===== src/rtl/to8bit_pkg.sv =====
// Shared definitions for the 8-bit link: mode codes, serializer state encoding
// and the last-byte-index helper.
package to8bit_pkg;

    localparam logic [1:0] MODE8  = 2'b00;
    localparam logic [1:0] MODE16 = 2'b01;
    localparam logic [1:0] MODE32 = 2'b10;

    typedef enum logic [0:0] {
        StIdle,
        StSend
    } state_e;

    // Index of the final byte of a word in the given mode; 2'b11 falls back to 8-bit.
    function automatic logic [1:0] lastIdx(input logic [1:0] mode);
        case (mode)
            MODE16:  return 2'd1;
            MODE32:  return 2'd3;
            default: return 2'd0;
        endcase
    endfunction

endpackage


===== src/rtl/to8bit_ser_if.sv =====
// Word-in / byte-out bus of the serializer. The master side drives the word and
// the downstream ready; the slave side is the serializer itself.
interface to8bit_ser_if;

    logic [1:0]  data_s;
    logic [7:0]  data_in;
    logic [15:0] data_in16;
    logic [31:0] data_in32;
    logic        in_valid;
    logic        in_ready;
    logic [7:0]  data_out;
    logic        out_valid;
    logic        out_ready;
    logic        ph16;
    logic        ph32;

    modport master (
        output data_s, data_in, data_in16, data_in32, in_valid, out_ready,
        input  in_ready, data_out, out_valid, ph16, ph32
    );

    modport slave (
        input  data_s, data_in, data_in16, data_in32, in_valid, out_ready,
        output in_ready, data_out, out_valid, ph16, ph32
    );

endinterface


===== src/rtl/to8bit_phase.sv =====
// Byte-index to phase-strobe decoder. Produces the clk16/clk32-style strobes the
// receiver expects for a given byte position; 8-bit words keep both strobes high.
module to8bit_phase
    import to8bit_pkg::*;
(
    input  logic [1:0] cnt_i,
    input  logic [1:0] mode_i,
    output logic       ph16_o,
    output logic       ph32_o
);

    // Strobes follow the byte index only for multi-byte modes.
    always_comb begin
        ph16_o = 1'b1;
        ph32_o = 1'b1;
        if (mode_i == MODE16 || mode_i == MODE32) begin
            ph16_o = ~cnt_i[0];
            ph32_o = ~cnt_i[1];
        end
    end

endmodule


===== src/rtl/to8bit_ser.sv =====
// Word-to-byte serializer: takes one 8/16/32-bit word per handshake and emits it
// LSB-first as registered bytes with phase strobes for the from8bit receiver.
module to8bit_ser
    import to8bit_pkg::*;
(
    input  logic         clk_i,
    input  logic         rst_ni,
    input  logic         enb_i,
    to8bit_ser_if.slave  bus_io
);

    state_e      state_q, state_d;
    logic [31:0] word_q, word_d;
    logic [1:0]  mode_q, mode_d;
    logic [1:0]  cnt_q, cnt_d;
    logic [1:0]  last_q, last_d;
    logic [7:0]  data_q, data_d;
    logic        valid_q, valid_d;
    logic        ph16_q, ph16_d;
    logic        ph32_q, ph32_d;

    logic        out_hs;
    logic        word_done;
    logic        in_ready;
    logic        accept;
    logic [31:0] sel_word;
    logic [31:0] byte_src;
    logic [1:0]  nxt_idx;
    logic [1:0]  nxt_mode;
    logic [7:0]  nxt_byte;
    logic        nxt_ph16;
    logic        nxt_ph32;

    // Handshakes only count while enabled, so enb_i=0 freezes progress.
    assign out_hs    = valid_q & bus_io.out_ready & enb_i;
    assign word_done = out_hs & (cnt_q == last_q);
    assign in_ready  = rst_ni & enb_i & ((state_q == StIdle) | word_done);
    assign accept    = bus_io.in_valid & in_ready;

    // Pick the input word for the requested mode, zero-extended to 32 bits.
    always_comb begin
        sel_word = {24'h0, bus_io.data_in};
        case (bus_io.data_s)
            MODE16:  sel_word = {16'h0, bus_io.data_in16};
            MODE32:  sel_word = bus_io.data_in32;
            default: sel_word = {24'h0, bus_io.data_in};
        endcase
    end

    // Byte position and mode for the byte about to be registered: byte 0 of the
    // incoming word on accept, otherwise the successor within the held word.
    always_comb begin
        nxt_idx  = accept ? 2'd0 : 2'(cnt_q + 2'd1);
        nxt_mode = accept ? bus_io.data_s : mode_q;
        byte_src = accept ? sel_word : word_q;
        nxt_byte = byte_src[7:0];
        case (nxt_idx)
            2'd1:    nxt_byte = byte_src[15:8];
            2'd2:    nxt_byte = byte_src[23:16];
            2'd3:    nxt_byte = byte_src[31:24];
            default: nxt_byte = byte_src[7:0];
        endcase
    end

    to8bit_phase u_phase (
        .cnt_i  (nxt_idx),
        .mode_i (nxt_mode),
        .ph16_o (nxt_ph16),
        .ph32_o (nxt_ph32)
    );

    // Next-state logic: load on accept, advance on a mid-word handshake, drop to
    // idle once the last byte is taken with no follow-on word.
    always_comb begin
        state_d = state_q;
        word_d  = word_q;
        mode_d  = mode_q;
        cnt_d   = cnt_q;
        last_d  = last_q;
        data_d  = data_q;
        valid_d = valid_q;
        ph16_d  = ph16_q;
        ph32_d  = ph32_q;

        if (accept) begin
            state_d = StSend;
            word_d  = sel_word;
            mode_d  = bus_io.data_s;
            last_d  = lastIdx(bus_io.data_s);
            cnt_d   = 2'd0;
            data_d  = nxt_byte;
            valid_d = 1'b1;
            ph16_d  = nxt_ph16;
            ph32_d  = nxt_ph32;
        end else if (state_q == StSend && out_hs) begin
            if (cnt_q != last_q) begin
                cnt_d  = nxt_idx;
                data_d = nxt_byte;
                ph16_d = nxt_ph16;
                ph32_d = nxt_ph32;
            end else begin
                state_d = StIdle;
                valid_d = 1'b0;
            end
        end
    end

    // State register: synchronous active-low reset beats enable; enb_i=0 holds all.
    always_ff @(posedge clk_i) begin
        if (!rst_ni) begin
            state_q <= StIdle;
            word_q  <= 32'h0;
            mode_q  <= MODE8;
            cnt_q   <= 2'd0;
            last_q  <= 2'd0;
            data_q  <= 8'h00;
            valid_q <= 1'b0;
            ph16_q  <= 1'b0;
            ph32_q  <= 1'b0;
        end else if (enb_i) begin
            state_q <= state_d;
            word_q  <= word_d;
            mode_q  <= mode_d;
            cnt_q   <= cnt_d;
            last_q  <= last_d;
            data_q  <= data_d;
            valid_q <= valid_d;
            ph16_q  <= ph16_d;
            ph32_q  <= ph32_d;
        end
    end

    assign bus_io.in_ready  = in_ready;
    assign bus_io.data_out  = data_q;
    assign bus_io.out_valid = valid_q;
    assign bus_io.ph16      = ph16_q;
    assign bus_io.ph32      = ph32_q;

endmodule


===== src/flat_wrapper.sv =====
// flat-port wrapper written by rule: the top's interface ports become plain ports
module to8bit_ser_flat import to8bit_pkg::*;
  (clk_i, rst_ni, enb_i, bus_io_data_s, bus_io_data_in, bus_io_data_in16, bus_io_data_in32, bus_io_in_valid, bus_io_out_ready, bus_io_in_ready, bus_io_data_out, bus_io_out_valid, bus_io_ph16, bus_io_ph32);
  to8bit_ser_if bus_io_i ();
  input  logic clk_i;
  input  logic rst_ni;
  input  logic enb_i;
  input wire logic [$bits(bus_io_i.data_s)-1:0] bus_io_data_s;
  input wire logic [$bits(bus_io_i.data_in)-1:0] bus_io_data_in;
  input wire logic [$bits(bus_io_i.data_in16)-1:0] bus_io_data_in16;
  input wire logic [$bits(bus_io_i.data_in32)-1:0] bus_io_data_in32;
  input wire logic [$bits(bus_io_i.in_valid)-1:0] bus_io_in_valid;
  input wire logic [$bits(bus_io_i.out_ready)-1:0] bus_io_out_ready;
  output wire logic [$bits(bus_io_i.in_ready)-1:0] bus_io_in_ready;
  output wire logic [$bits(bus_io_i.data_out)-1:0] bus_io_data_out;
  output wire logic [$bits(bus_io_i.out_valid)-1:0] bus_io_out_valid;
  output wire logic [$bits(bus_io_i.ph16)-1:0] bus_io_ph16;
  output wire logic [$bits(bus_io_i.ph32)-1:0] bus_io_ph32;
  assign bus_io_i.data_s = bus_io_data_s;
  assign bus_io_i.data_in = bus_io_data_in;
  assign bus_io_i.data_in16 = bus_io_data_in16;
  assign bus_io_i.data_in32 = bus_io_data_in32;
  assign bus_io_i.in_valid = bus_io_in_valid;
  assign bus_io_i.out_ready = bus_io_out_ready;
  assign bus_io_in_ready = bus_io_i.in_ready;
  assign bus_io_data_out = bus_io_i.data_out;
  assign bus_io_out_valid = bus_io_i.out_valid;
  assign bus_io_ph16 = bus_io_i.ph16;
  assign bus_io_ph32 = bus_io_i.ph32;
  to8bit_ser u_core (.clk_i(clk_i), .rst_ni(rst_ni), .enb_i(enb_i), .bus_io(bus_io_i));
endmodule

===== config.mk =====
export PLATFORM = sky130hd
export DESIGN_NAME = to8bit_ser_flat
export DESIGN_NICKNAME = d
export VERILOG_FILES = /design/src/rtl/to8bit_pkg.sv /design/src/rtl/to8bit_ser_if.sv /design/src/rtl/to8bit_phase.sv /design/src/rtl/to8bit_ser.sv /design/src/flat_wrapper.sv
export SDC_FILE = /design/constraint.sdc
export NUM_CORES = 1
export LEC_CHECK = 0
export CAP_MARGIN = 20
export CORE_MARGIN = 5
export CORE_UTILIZATION = 40
export CTS_CLUSTER_SIZE = 40
export DETAILED_ROUTE_END_ITERATION = 8
export GPL_ROUTABILITY_DRIVEN = 0
export GPL_TIMING_DRIVEN = 0
export PLACE_DENSITY = 0.7
export SETUP_SLACK_MARGIN = 0.5
export SLEW_MARGIN = 15
export SYNTH_ARGS = -nofsm -noshare
export SYNTH_HDL_FRONTEND = slang
export SYNTH_HIERARCHICAL = 1
export SYNTH_SLANG_ARGS = --single-unit

===== constraint.sdc =====
create_clock -name clk_i -period 5.15 [get_ports clk_i]
set_clock_uncertainty 0.15 [all_clocks]
set_input_delay 0.7725 -clock clk_i [delete_from_list [all_inputs] [get_ports clk_i]]
set_output_delay 0.7725 -clock clk_i [all_outputs]
set_load 0.005 [all_outputs]

== After elaboration in Yosys (flattened, before gate mapping) ==
Cells that the tools add are included.
Storage, ports and cells
  flip-flop bits (word level): 49
  input bits: 63
Cells by class
  add/sub/neg operators: 1
  equality and inequality tests: 10
  multiplexer cells: 23
  bitwise operators: 10
  reduce and logical (&&, ||, !) cells: 7
Operator list (number)
  32-bit case mux with 2 select lines: 1
  32-bit two-way mux: 1
  8-bit two-way mux: 3
  8-bit case mux with 3 select lines: 1
  1-bit two-way mux: 11
  2-bit two-way mux: 5
  2-bit == test, second input constant: 4
  1-bit AND: 6
  2-bit by 1-bit == test with 1-bit output, second input constant: 3
  3-bit AND reduction: 2
  2-bit case mux with 2 select lines: 1
  2-bit nonzero test: 2
  1-bit inverter: 3
  2-bit by 1-bit adder with 2-bit output, second input constant: 1
  2-bit == test: 1
  2-bit by 1-bit inequality test with 1-bit output, second input constant: 1
  2-bit inequality test: 1
  2-bit AND reduction: 1
  1-bit logical AND: 1
  1-bit logical OR: 1
  1-bit bitwise OR: 1

== Longest topological paths before layout ==
Gate-level depths: netlist of the first run.
  depth in word-level cells: 13
  gate-level depth with buffers: 9
  gate-level depth less buffers: 8

== Modules after synthesis ==
The synthesis of the first run kept the hierarchy.
By module, submodules not included
  to8bit_ser: times used 1, cells each 299, area an instance 2406.1 um^2
  to8bit_phase: times used 1, cells each 3, area an instance 16.3 um^2

== Worst setup path before layout of the first run ==
No wires, ideal clock.
  path kind: input-to-reg
  start: input rst_ni
  end: register u_core.ph16_q (netlist: u_core/bus_io.ph16)
  setup time: 0.128 ns
  data arrival time: 2.090 ns
  required time: 4.872 ns
  slack: 2.783 ns
  stages on the path: 7
  cell sequence: nand3_1 nor3_4 mux2_2 xor2_1 nand2_1 mux2i_1 nor2_1
Between the ends
  cells in the longest elaborated chain, start to end: 10
  elaborated cells on any way between the ends: 16
Ends and longest elaborated chain
  from (decl): RTL line flat_wrapper.sv:6  | input logic rst_ni;
  1-bit AND (*) (2 in a row): RTL line to8bit_ser.sv:37  | assign in_ready = rst_ni & enb_i & ((state_q == StIdle) | word_done);
  1-bit AND (*): RTL line to8bit_ser.sv:38  | assign accept = bus_io.in_valid & in_ready;
  2-bit two-way mux: RTL line to8bit_ser.sv:54  | nxt_mode = accept ? bus_io.data_s : mode_q;
  2-bit by 1-bit == test with 1-bit output / 2-bit == test (equally long branches): RTL line to8bit_phase.sv:16  | if (mode_i == MODE16 || mode_i == MODE32) begin
  1-bit logical OR: RTL line to8bit_phase.sv:16
  1-bit two-way mux (*): RTL line to8bit_phase.sv:16
  net u_core.nxt_ph16: RTL line to8bit_ser.sv:31  | logic nxt_ph16;
  1-bit two-way mux: RTL line to8bit_ser.sv:96  | if (cnt_q != last_q) begin
  1-bit two-way mux: RTL line to8bit_ser.sv:95  | end else if (state_q == StSend && out_hs) begin
  1-bit two-way mux (*): RTL line to8bit_ser.sv:85  | if (accept) begin
  to (signal assigned): RTL line to8bit_ser.sv:128  | ph16_q <= ph16_d;
  to (decl): RTL line to8bit_ser.sv:19  | logic ph16_q, ph16_d;
Mark *: on every way through the listed nets, which the timed path passes. The rest lies on a longest branch. The select of a mux whose other input is x is not followed.
A chain may end at the register's enable or synchronous reset.

== Final worst setup path of the first run ==
  start: input rst_ni
  end: output bus_io_in_ready
Between the ends
  cells in the longest elaborated chain, start to end: 2
Ends and longest elaborated chain
  1-bit AND (2 in a row): RTL line to8bit_ser.sv:37
  to (decl): RTL line flat_wrapper.sv:14  | output wire logic [$bits(bus_io_i.in_ready)-1:0] bus_io_in_ready;
No other way between the ends.

==> results of run 1 <==
routing by layer:
layer | global-route usage (%) | part of all wire [%] | vias up
li1 | - | - | 1251
met1 | 26.3 | 45 | 1139
met2 | 33.3 | 47 | 70
met3 | 3.20 | 4.9 | 15
met4 | 8.37 | 2.7 | 0
met5 | 0 | 0 | -
area by class of cell:
cell class / count / area (µm²)
multi-input cells: 225 / 1310
clock buffers: 7 / 96.3
fillers: 571 / 2560
flip-flops and latches: 49 / 981
plain buffers: 25 / 116
clock inverters: 1 / 5.00
well taps: 75 / 93.8
inverters: 3 / 11.3
repair buffers: 74 / 741
cells in the mapped netlist (all sizes together), types with 3 or more instances:
cell type	count	area, µm²
nand2	61	229
dfxtp	49	981
a21oi	36	180
nand3	23	115
clkbuf	17	63.8
o21ai	17	85.1
a22oi	13	97.6
nor2	11	41.3
buf	8	52.6
a31oi	7	43.8
nor3	5	36.3
or3	5	31.3
a211oi	4	30.0
a22o	4	35.0
mux2i	4	40.0
a221o	3	30.0
a221oi	3	26.3
a41oi	3	26.3
ha	3	37.5
inv	3	11.3
nor2b	3	18.8
xor2	3	26.3
power by group:
group	total (mW)	switching [mW]	internal (mW)
sequential	0.395	0.00594	0.389
clock	0.244	0.123	0.121
combinational	0.145	0.0668	0.0779
total	0.784	0.195	0.589
stage by stage:
| stage | total power, mW | hold WS (ns) | worst slack [ns] | area [µm²] | utilization [%] |
|---|---|---|---|---|---|
| after floorplan | 0.466 | 0.279 | 2.78 | 2420 | - |
| final | 0.784 | 0.309 | 1.77 | 3360 | 56.7 |
| after global routing | 0.821 | 0.328 | 1.61 | 3360 | 56.7 |
| after CTS | 0.788 | 0.310 | 1.77 | 3360 | 56.7 |
| after global placement | 0.546 | 0.289 | 1.71 | 3260 | 55.0 |
| after detailed placement | 0.549 | 0.299 | 1.66 | 3260 | 55.0 |
sequential cells by signal, summed over array words and instances, names as in the netlist:
register and count:
u_core/word_q 32, u_core/last_q 2, u_core/bus_io.ph32 1, u_core/bus_io.data_out 8
u_core/bus_io.out_valid 1, u_core/bus_io.ph16 1, u_core/mode_q 2, u_core/cnt_q 2
cell families after synthesis:
| family | Yosys count | synth area share, % |
|---|---|---|
| AO/OA/AOI/OAI | 98 | 26.3 |
| adder cells (fa/ha/maj) | 3 | 1.55 |
| buffers and inverters | 28 | 5.27 |
| flip-flops | 49 | 40.5 |
| multiplexers | 8 | 4.44 |
| XOR/XNOR | 3 | 1.08 |
| AND/OR/NAND/NOR | 113 | 20.8 |
worst max-delay path by stage:
stage | end | slack, ns | depth (start not counted)
global placement | u_core/bus_io.ph32 | 1.71 | 8
detailed placement | u_core/bus_io.ph16 | 1.66 | 8
floorplan | u_core/bus_io.ph16 | 2.78 | 7
CTS | bus_io_in_ready | 1.77 | 5
finish | bus_io_in_ready | 1.77 | 5
global route | bus_io_in_ready | 1.61 | 5
worst min-delay path, cell delays in order, from the launching register on:
cell and delay, ns:
dfxtp_1 0.32, nand2_1 0.05, a21oi_1 0.05
==> flow_metrics.py, run 1 <==
metrics = {
    "timing": {
        "rsz0062_at_grt": "false",
        "finalHoldViolCount": 0,
        "slew_violations": 0,
        "fin_crit_ns": 3.38,
        "setup_viol": 0,
        "clock.fmax_ghz": 0.296,
        "finalSetupTns_ns": 0,
        "finalCritPeriodShare_pct": 65.7,
        "slew_headroom_pct": 58.3,
        "tightest_slew_ns": 0.625,
    },
    "routing": {
        "drt_pass1_iterations": 4,
        "drt-initial-drc-count": 158,
        "vias_per_cell": 5.39,
        "wl_um": 7330,
        "antenna_left": 0,
        "wl_per_cell_um": 16.0,
        "vias": 2475,
        "drcViolationCount": 0,
    },
    "die": {
        "num_rows": 28,
        "initial_core_util_pct": 40.9,
        "die_w_um": 87.8,
        "dieArea_um2": 7710,
        "core-area_um2": 5920,
        "pin_count": 75,
        "dieHeight_um": 87.8,
    },
    "critical_path": {
        "worst_path_most_repeated_cell": "clkdlybuf4s50_1",
        "path_delay_family": "buffers and inverters",
        "cp_cell_sequence": "clkdlybuf4s50_1 -> clkbuf_1 -> nand2_1 -> nor3_1 -> clkdlybuf4s50_1",
        "cpPeakStageDelay_ns": 0.53,
        "end_kind": "primary output",
        "path_class": "input pin to primary output",
        "regToRegSetupSlack_ns": 2.52,
        "critPathRequiredTime_ns": 4.23,
        "crit_buf_inv": 3,
        "start_kind": "input pin",
        "crit_start": "rst_ni",
        "r2r-end": "u_core/bus_io.ph16",
        "crit_arrival_ns": 2.46,
        "worstReg2RegStart": "u_core/cnt_q[1]",
        "crit_path_max_fanout": 10,
        "reg2reg_depth": 9,
        "worst_path_max_delay_cell": "clkdlybuf4s50_1",
    },
    "synthesis": {
        "postSynthNetCount": 368,
        "ys_types": 37,
        "synth_edf_count": 0,
        "yosys_warnings": 6,
        "synthArstFlopShare_pct": 0,
        "synthCells": 302,
        "synth_flop_cell": "dfxtp_1",
        "seq_area_frac_synth_pct": 40.5,
        "ys_ff_latch": 49,
        "syn_area_per_cell_um2": 8.02,
        "netlist_area_um2": 2420,
    },
    "hold_path": {
        "whs_endpoint": "u_core/word_q[20]",
        "hold_path_depth": 2,
        "hold_start": "u_core/word_q[20]",
        "hold_path_class": "flip-flop to flip-flop",
    },
    "global_route": {
        "antenna_found_initial": 0,
        "grt_pass1_wl_um": 12100,
        "grt_pass1_vias": 2519,
        "grt-ovfl-total": 0,
        "grt_usage_pct": 20.2,
        "grt_max_degree": 15,
    },
    "clocking": {
        "clk_latency_ns": 0.30,
        "cts_tree": "yes",
        "cts_buffers": 5,
        "cts-root-buf": "clkbuf_8",
        "h-tree-depth": 2,
        "clockBufferDepth": 2,
        "post_cts_buffers": 0,
        "cts_resized": 0,
        "clk_pin_slew_ns": 0.08,
        "hold_buffers": 0,
        "cts_sinks": 49,
    },
    "placed_design": {
        "numPortBuffers": 74,
        "hpwl_um": 5690,
        "placed_cells_incl_taps": 451,
    },
    "cells_and_area": {
        "antenna_cells": 0,
        "stdcell_count": 459,
        "final_common_cell": "clkdlybuf4s50_1",
        "layout_common_cells": "74 x clkdlybuf4s50_1, 61 x nand2_1, 49 x dfxtp_1, 36 x a21oi_1, 23 x nand3_1",
        "nets": 449,
        "drive_above_1_share_pct": 6.51,
        "area_delta_synth_final_pct": 38.6,
    },
    "power": {
        "peakVddDrop_uv": 166,
        "leakagePower_nw": 1.16,
        "p_per_area_nw_per_um2": 234,
    },
    "flow_run": {
        "cap_violations": 0,
    },
    "run_status": {
        "outcome": "finished, final reports clean",
    },
}
Note: power is estimated with default switching activity, not from simulation.
==> run 2: changes to the inputs <==
PLACE_DENSITY = 0.73   (was 0.7)
clock period = 2.7 ns   (was 5.15 ns; I/O delays follow)
==> flow_metrics.py, run 2 (synthesized netlist as in run 1, its figures left out) <==
metrics = {
    "critical_path": {
        "path_delay_family": "multiplexers",
        "end_kind": "flip-flop",
        "path_class": "flip-flop to flip-flop",
        "crit_arrival_ns": 2.22,
        "critPathRequiredTime_ns": 2.72,
        "start_kind": "flip-flop",
        "crit_buf_inv": 1,
        "crit_path_max_fanout": 4,
        "cpPeakStageDelay_ns": 0.37,
        "cp_cell_sequence": "buf_6 -> xor2_2 -> o21a_2 -> nor3_4 -> mux2_4 -> xor2_4 -> nand2_1 -> mux2i_1 -> nor2_1",
        "worst_path_max_delay_cell": "mux2_4",
    },
    "power": {
        "peakVddDrop_uv": 296,
        "p_per_area_nw_per_um2": 465,
        "p_clk_share_pct": 36.7,
        "pwr-share-seq_pct": 45.2,
        "finalPower_mw": 1.67,
        "internal_power_mw": 1.27,
        "switchingPower_uw": 396,
        "swShare_pct": 23.7,
        "combPwrFrac_pct": 18.0,
        "leakagePower_nw": 1.30,
    },
    "timing": {
        "rsz0062_at_grt": "true",
        "slew_headroom_pct": 60.9,
        "finalHoldViolCount": 0,
        "fin_crit_ns": 2.19,
        "slew_violations": 0,
        "clock.fmax_ghz": 0.456,
        "setup_viol": 0,
        "finalCritPeriodShare_pct": 81.3,
        "finalSetupTns_ns": 0,
        "tightest_slew_ns": 0.587,
    },
    "cells_and_area": {
        "regArea_um2": 983,
        "final_common_cell": "clkdlybuf4s50_1",
        "top_register": "u_core/word_q",
        "nets": 460,
        "num-fill-cells": 512,
        "drive_above_1_share_pct": 14.2,
        "layout_common_cells": "70 x clkdlybuf4s50_1, 61 x nand2_1, 47 x dfxtp_1, 36 x a21oi_1, 22 x nand3_1",
        "area_delta_synth_final_pct": 48.3,
        "antenna_cells": 0,
        "largest_register_ffs": 32,
        "multi_input_area_um2": 1400,
    },
    "die": {
        "dieHeight_um": 87.8,
        "initial_core_util_pct": 40.9,
        "dieArea_um2": 7710,
        "die_w_um": 87.8,
        "num_rows": 28,
        "core-area_um2": 5920,
        "pin_count": 75,
    },
    "clocking": {
        "h-tree-depth": 2,
        "cts_buffers": 5,
        "clk_latency_ns": 0.30,
        "cts_sinks": 49,
        "cts_tree": "yes",
        "cts-root-buf": "clkbuf_8",
        "clk_pin_slew_ns": 0.09,
        "clockBufferDepth": 2,
    },
    "global_route": {
        "grt_pass1_vias": 2566,
        "grt_usage_pct": 20.4,
        "grt_pass1_wl_um": 12200,
        "antenna_found_initial": 0,
        "grt_max_degree": 16,
        "grt-ovfl-total": 0,
    },
    "routing": {
        "drt-initial-drc-count": 257,
        "vias_per_cell": 5.72,
        "wl_per_cell_um": 16.5,
        "antenna_left": 0,
        "drcViolationCount": 0,
        "vias": 2690,
        "wl_um": 7760,
        "drt_pass1_iterations": 9,
    },
    "hold_path": {
        "hold_path_class": "flip-flop to flip-flop",
    },
    "flow_run": {
        "cap_violations": 0,
    },
    "run_status": {
        "outcome": "finished, final reports clean",
    },
    "placed_design": {
        "numPortBuffers": 74,
        "hpwl_um": 5710,
    },
}
run 2: power groups by stage:
stage                     sequential (mW)  combinational (mW)  clock, mW
after floorplan                     0.770               0.120          0
after global placement              0.771               0.271          0
after detailed placement            0.771               0.277          0
after CTS                           0.755               0.289      0.621
after global routing                0.758               0.325      0.648
final                               0.755               0.301      0.614
run 2: metal layers:
layer / routed length [µm] / GRT usage [%] / up-vias
li1: - / - / 1272
met1: 3010 / 23.9 / 1267
met2: 4050 / 37.0 / 130
met3: 528 / 3.20 / 21
met4: 172 / 7.95 / 0
met5: 0 / 0 / -
run 2: path summary, 6_finish.rpt:
check	start	endpoint	slack, ns	depth (start not counted)
worst max-delay path	u_core/cnt_q[0]	u_core/bus_io.ph16	0.51	9
worst min-delay path	u_core/word_q[18]	u_core/word_q[18]	0.31	2
worst max register to register	u_core/cnt_q[0]	u_core/bus_io.ph16	0.51	9
worst min register to register	u_core/word_q[18]	u_core/word_q[18]	0.31	2
run 2: cell type report:
type,count,area share (%)
plain buffers,25,4.07
clock buffers,5,1.92
clock inverters,3,1.81
inverters,3,0.313
multi-input cells,225,38.9
flip-flops and latches,49,27.4
well taps,75,2.61
repair buffers,85,23.0
run 2: worst min-delay path, stage by stage, from the launching register on:
cell and delay, ns:
dfxtp_1 0.32, nand2_1 0.05, a21oi_1 0.05
run 2: stage by stage:
| stage | hold slack, ns | utilization (%) | cells | setup slack, ns | area, µm² |
|---|---|---|---|---|---|
| final | 0.306 | 60.7 | 470 | 0.506 | 3590 |
| after global routing | 0.324 | 60.7 | 470 | 0.453 | 3590 |
| after CTS | 0.309 | 59.5 | 467 | 0.452 | 3520 |
| after detailed placement | 0.298 | 55.1 | 451 | -0.320 | 3260 |
| after global placement | 0.291 | 55.1 | 451 | -0.313 | 3260 |
| after floorplan | 0.279 | - | 302 | 0.517 | 2430 |
run 2: repair_timing:
action                     CTS  global route
pin swaps                    6             4
hold endpoints to repair     0             0
resized for setup           21            23
hold buffers                 0             0
buffers inserted             8             3
setup endpoints to repair   47            38
